File: src/rtl/stw_defs_pkg.sv
// Shared stopwatch definitions: FSM state codes and default timing constants.
package stw_defs;

  typedef enum logic [1:0] {
    IDLE = 2'd0,
    RUN  = 2'd1,
    STOP = 2'd2,
    LAP  = 2'd3
  } stw_state_e;

  localparam int DEF_LONG_PRESS_CYC = 100;
  localparam int DEF_LAP_HOLD_CYC   = 300;

endpackage

File: src/rtl/stw_edge_det.sv
// Rising-edge detector for a debounced button level.
// The pulse is registered, so it lands one edge after the level is first sampled.
module stw_edge_det (
  input  logic clk,
  input  logic reset,
  input  logic level,
  output logic rise
);

  logic level_q;

  always_ff @(posedge clk or negedge reset) begin
    if (!reset) begin
      level_q <= 1'b0;
      rise    <= 1'b0;
    end else begin
      level_q <= level;
      rise    <= level & ~level_q;
    end
  end

endmodule

File: src/rtl/stw_lap_ctrl.sv
// Stopwatch mode controller: start/stop and lap/reset buttons -> count_en, freeze_en, clear.
// Define STW_LAP_TIMEOUT_EN to auto-release the lap freeze after LAP_HOLD_CYC cycles.
module stw_lap_ctrl
  import stw_defs::*;
#(
  parameter int LONG_PRESS_CYC = DEF_LONG_PRESS_CYC,
  parameter int LAP_HOLD_CYC   = DEF_LAP_HOLD_CYC
) (
  input  logic       clk,
  input  logic       reset,
  input  logic       btn_start,
  input  logic       btn_lap,
  output logic       count_en,
  output logic       freeze_en,
  output logic       clear,
  output logic [1:0] state
);

  localparam int PW = $clog2(LONG_PRESS_CYC);

  stw_state_e    st, nxt;
  logic          rise_start, rise_lap;
  logic          lap_held;
  logic          armed;
  logic [PW-1:0] press_cnt;
  logic          press_step, press_done, go_idle;
  logic          timeout;

  stw_edge_det u_start_ed (.clk(clk), .reset(reset), .level(btn_start), .rise(rise_start));
  stw_edge_det u_lap_ed   (.clk(clk), .reset(reset), .level(btn_lap),   .rise(rise_lap));

  // Lap level delayed to line up with rise_lap, so the press cycle itself counts as held.
  always_ff @(posedge clk or negedge reset) begin
    if (!reset) lap_held <= 1'b0;
    else        lap_held <= btn_lap;
  end

  assign press_step = (st == STOP) && !rise_start && (armed || rise_lap) && lap_held;
  assign press_done = press_step && (press_cnt == PW'(LONG_PRESS_CYC - 1));

`ifdef STW_LAP_TIMEOUT_EN
  localparam int HW = $clog2(LAP_HOLD_CYC);
  logic [HW-1:0] hold_cnt;

  assign timeout = (hold_cnt == HW'(LAP_HOLD_CYC - 1));

  always_ff @(posedge clk or negedge reset) begin
    if (!reset)                         hold_cnt <= '0;
    else if (st == LAP && nxt == LAP)   hold_cnt <= hold_cnt + HW'(1);
    else                                hold_cnt <= '0;
  end
`else
  assign timeout = 1'b0;
`endif

  always_ff @(posedge clk or negedge reset) begin
    if (!reset) st <= IDLE;
    else        st <= nxt;
  end

  always_comb begin
    nxt     = st;
    go_idle = 1'b0;
    case (st)
      IDLE: if (rise_start) nxt = RUN;
      RUN: begin
        if (rise_start)    nxt = STOP;
        else if (rise_lap) nxt = LAP;
      end
      LAP: begin
        if (rise_start)    nxt = STOP;
        else if (rise_lap) nxt = RUN;
        else if (timeout)  nxt = RUN;
      end
      STOP: begin
        if (rise_start) nxt = RUN;
        else if (press_done) begin
          nxt     = IDLE;
          go_idle = 1'b1;
        end
      end
      default: nxt = IDLE;
    endcase
  end

  always_comb begin
    count_en  = (st == RUN) || (st == LAP);
    freeze_en = (st == LAP);
    state     = st;
  end

  // Long-press tracking: any break in the hold or leaving STOP disarms and zeroes the count.
  always_ff @(posedge clk or negedge reset) begin
    if (!reset) begin
      armed     <= 1'b0;
      press_cnt <= '0;
    end else if (press_step && !press_done) begin
      armed     <= 1'b1;
      press_cnt <= press_cnt + PW'(1);
    end else begin
      armed     <= 1'b0;
      press_cnt <= '0;
    end
  end

  always_ff @(posedge clk or negedge reset) begin
    if (!reset) clear <= 1'b0;
    else        clear <= go_idle;
  end

endmodule

File: config.mk
export PLATFORM = sky130hd
export DESIGN_NAME = stw_lap_ctrl
export DESIGN_NICKNAME = d
export VERILOG_FILES = /design/src/rtl/stw_defs_pkg.sv /design/src/rtl/stw_edge_det.sv /design/src/rtl/stw_lap_ctrl.sv
export SDC_FILE = /design/constraint.sdc
export NUM_CORES = 1
export LEC_CHECK = 0
export ABC_AREA = 0
export BUFFER_PORTS_ARGS = -buffer_cell sky130_fd_sc_hd__buf_2
export CELL_PAD_IN_SITES_DETAIL_PLACEMENT = 2
export CELL_PAD_IN_SITES_GLOBAL_PLACEMENT = 2
export CORE_MARGIN = 5
export CORE_UTILIZATION = 33
export DETAILED_ROUTE_END_ITERATION = 7
export GPL_TIMING_DRIVEN = 0
export PLACE_DENSITY = 0.71
export SLEW_MARGIN = 5
export SYNTH_ARGS = -nofsm -noshare
export SYNTH_HDL_FRONTEND = slang
export SYNTH_SLANG_ARGS = --single-unit
File: constraint.sdc
create_clock -name clk -period 1.3 [get_ports clk]
set_input_delay 0.13 -clock clk [delete_from_list [all_inputs] [get_ports clk]]
set_output_delay 0.13 -clock clk [all_outputs]
set_load 0.02 [all_outputs]
==> impl_metrics.toml <==
[power]
power.static_leakage_nw = 0.398
power_density_nw_per_um2 = 1240
maximum_ir_drop_on_the_vdd_rail_mv = 0.830

[die]
row_count = 16
coreArea_um2 = 1980
ioPinCount = 9
die_height_um = 55.7
start_util_pct = 34.8
dieArea_um2 = 3100
die_width_um = 55.7

[global_routing]
grt_start_max_net_pins = 16
grt_first_pass_wirelength_um = 2850
grt.overflow.total = 0
vias_in_the_first_global_route = 560
grtUsageTotal_pct = 12.5
antenna_found_initial = 0

[clock_network]
clock_tree_from_tritoncts = "built"
clkTransAtPathRegs_ns = 0.10
cts_made_buffers = 3
cts_root_buf = "sky130_fd_sc_hd__clkbuf_4"
worst_skew_pair.late_latency_ns = 0.29
cts.sinks = 15
cts-root-to-sink-buffers = 2
cts_htree_levels = 1

[route]
detail_route.iter0.violations = 1
detailedRoute.firstPassIterationCount = 2
vias_per_cell = 4.86
vias = 510
detail_route.wirelength_um = 1790
postRouteAntennaNets = 0
routed_wire_length_per_instance_um = 17.0
drc_errors = 0

[logic_synthesis]
synthArstFlopShare_pct = 100
yosysWarnings = 0
netlist_cell_types = 25
syn-instance-count = 53
ys_dominant_reg_cell = "sky130_fd_sc_hd__dfrtp_1"
synthesis.area_per_instance_um2 = 13.0
synth-edff-count = 0
syn-num-nets = 58
synth_sequential_area_ratio_pct = 54.4
synth.cell_area_um2 = 689
synth-seq-cells = 15

[place]
routabilityCongestion = 0.666
numPortBuffers = 8
placed_cells = 88
place_area_um2 = 767
detailedPlacementHpwl_um = 991

[setup_path]
cp_data_required_time_ns = 1.47
worst_endpoint_data_arrival_time_ns = 1.46
critical_path.startpoint = "state[0]$_DFFE_PN0P_"
r2r-start = "state[0]$_DFFE_PN0P_"
criticalPathCategory = "flip-flop to flip-flop"
setup.worst_path.end_class = "flip-flop"
slowest_cp_cell = "sky130_fd_sc_hd__dfrtp_2"
start_kind = "flip-flop"
crit_path_max_fanout = 3
r2r_slack_ns = 0.004
cp_cell_sequence = "nand4bb_4, buf_4, nor4_4, o41ai_1"
max_stage_delay_ns = 0.42

[worst_hold_path]
worst_hold_path_type = "primary input to async pin"

[sta]
setup_repair_after_global_routing_missed_its_margin = "yes"
timing.final.max_slew_violations = 0
final_hold_vio_count = 0
setup_total_negative_slack_ns = 0
whs_ns = 0.298
finalCriticalPeriod_ns = 1.30
max-slew-margin-rel_pct = 76.3
fmax_ghz = 0.771
max_clock_skew_ns = 0.00290
final_clock_period_utilization_by_the_worst_path_pct = 99.7
worst_slew_pin_slew_ns = 0.355
finalSetupViolCount = 0

[run_status]
status = "completed"

[cells_and_area]
finalInstanceArea_um2 = 978
drive_gt1_share_pct = 55.1
final-instance-count-excl-fill = 105
diodes = 0
synthToLayoutAreaGrowth_pct = 41.9
final_net_count = 84

[run]
cap_violations = 0
## critical path, delay by kind of cell (launching register included)
family                 cells  cell delay, ns
and+or+nand+nor            2            0.51
AOI/OAI and AO/OA          1            0.09
buffers and inverters      1            0.16
DFF                        1            0.42
## repair_timing
item / CTS / global route
resized for setup: 5 / 7
cloned: 0 / 0
endpoints found under the hold margin: 17 / 0
setup buffers: 7 / 4
hold buffers: 3 / 0
endpoints found under the setup margin: 10 / 8
pin swaps: 1 / 5
## synth_stat cells, types with 2 or more instances
library cell | instances | area share, %
sky130_fd_sc_hd__nand2_1 | 2 | 1.1
sky130_fd_sc_hd__or3_1 | 2 | 1.8
sky130_fd_sc_hd__xor2_1 | 3 | 3.8
sky130_fd_sc_hd__a211oi_2 | 2 | 3.6
sky130_fd_sc_hd__o21ai_0 | 2 | 1.5
sky130_fd_sc_hd__dfrtp_1 | 15 | 54
sky130_fd_sc_hd__nor2_1 | 2 | 1.1
sky130_fd_sc_hd__nor3_2 | 4 | 5.8
sky130_fd_sc_hd__nand3_1 | 2 | 1.5
sky130_fd_sc_hd__nor2b_1 | 4 | 3.6
## layer usage
metal  part of all wire (%)  global-route usage, %  up-vias
met5                      0                      0        -
met4                    2.1                   7.64        0
met3                    2.1                   3.25        4
met2                     56                   21.5        8
met1                     39                   13.8      263
li1                       -                      -      235
## cells in the final DEF (no fill, tap or decap)
| master | instances |
|---|---|
| sky130_fd_sc_hd__o41ai_1 | 1 |
| sky130_fd_sc_hd__or2_4 | 1 |
| sky130_fd_sc_hd__nor2_1 | 2 |
| sky130_fd_sc_hd__ha_4 | 1 |
| sky130_fd_sc_hd__clkbuf_4 | 3 |
| sky130_fd_sc_hd__clkinv_2 | 1 |
| sky130_fd_sc_hd__buf_12 | 1 |
| sky130_fd_sc_hd__nand3_2 | 1 |
| sky130_fd_sc_hd__nor3b_2 | 1 |
| sky130_fd_sc_hd__clkbuf_1 | 1 |
| sky130_fd_sc_hd__nor2b_1 | 4 |
| sky130_fd_sc_hd__nand3_4 | 1 |
| sky130_fd_sc_hd__buf_2 | 8 |
| sky130_fd_sc_hd__nor3_4 | 1 |
| sky130_fd_sc_hd__buf_4 | 10 |
| sky130_fd_sc_hd__dfrtp_1 | 11 |
| sky130_fd_sc_hd__nor4_4 | 1 |
| sky130_fd_sc_hd__nor3_2 | 3 |
| sky130_fd_sc_hd__nor2_4 | 1 |
| sky130_fd_sc_hd__dfrtp_2 | 4 |
| sky130_fd_sc_hd__nand4bb_4 | 2 |
| sky130_fd_sc_hd__nand2b_1 | 1 |
| sky130_fd_sc_hd__or3_4 | 1 |
| sky130_fd_sc_hd__inv_1 | 1 |
| sky130_fd_sc_hd__dlygate4sd3_1 | 3 |
| sky130_fd_sc_hd__xor2_1 | 3 |
| sky130_fd_sc_hd__a211oi_2 | 2 |
| sky130_fd_sc_hd__and2_1 | 1 |
| sky130_fd_sc_hd__or3_1 | 1 |
| sky130_fd_sc_hd__xnor2_1 | 1 |
| sky130_fd_sc_hd__o21ai_0 | 2 |
| sky130_fd_sc_hd__nand2_1 | 2 |
| sky130_fd_sc_hd__o31ai_1 | 1 |
## sequential cells by signal, indices dropped and copies added, names as in the netlist
| signal | count |
|---|---|
| press_cnt | 7 |
| state | 2 |
| armed | 1 |
| clear | 1 |
| u_lap_ed.level_q | 1 |
| u_lap_ed.rise | 1 |
| u_start_ed.level_q | 1 |
| u_start_ed.rise | 1 |
## logic make-up after synthesis
logic type	after synthesis	share of synthesized area, %
XOR/XNOR	4	5.08
AND/OR/NAND/NOR	24	28.5
AO/OA/AOI/OAI	6	7.44
adder cells (fa/ha/maj)	1	1.81
buffers and inverters	3	2.72
flip-flops	15	54.4
## final timing paths
path | cells after the start | endpoint
hold reg to reg | 1 | u_start_ed.rise$_DFF_PN0_
setup reg to reg | 4 | state[1]$_DFFE_PN0P_
hold / removal | 2 | armed$_DFF_PN0_
setup / recovery | 4 | state[1]$_DFFE_PN0P_
max in group asynchronous | 2 | state[1]$_DFFE_PN0P_
min in group clk | 1 | u_start_ed.rise$_DFF_PN0_
## area by class of cell
type	instances	area (µm²)
fill	196	1000
sequential	15	380
multi-input combinational	35	364
timing repair buffer	22	165
tap	27	33.8
clock buffer	3	22.5
clock inverter	1	5.00
buffer	1	3.75
inverter	1	3.75
## power breakdown
part | leakage, nW | switching [mW] | internal, mW
Sequential | 0.193 | 0.0504 | 0.514
Clock | 0.0177 | 0.162 | 0.114
Combinational | 0.187 | 0.198 | 0.174
Total | 0.398 | 0.411 | 0.802
## metrics by stage
step	worst slack, ns	utilization [%]	power [mW]
finish	0.00354	49.4	1.21
global route	-0.0448	49.4	1.28
CTS	-0.00923	46.5	1.18
detailed placement	-0.106	38.7	0.864
global placement	-0.0538	38.7	0.850
floorplan	0.0225	-	0.761
No activity file was read; power rests on OpenSTA's default activity.
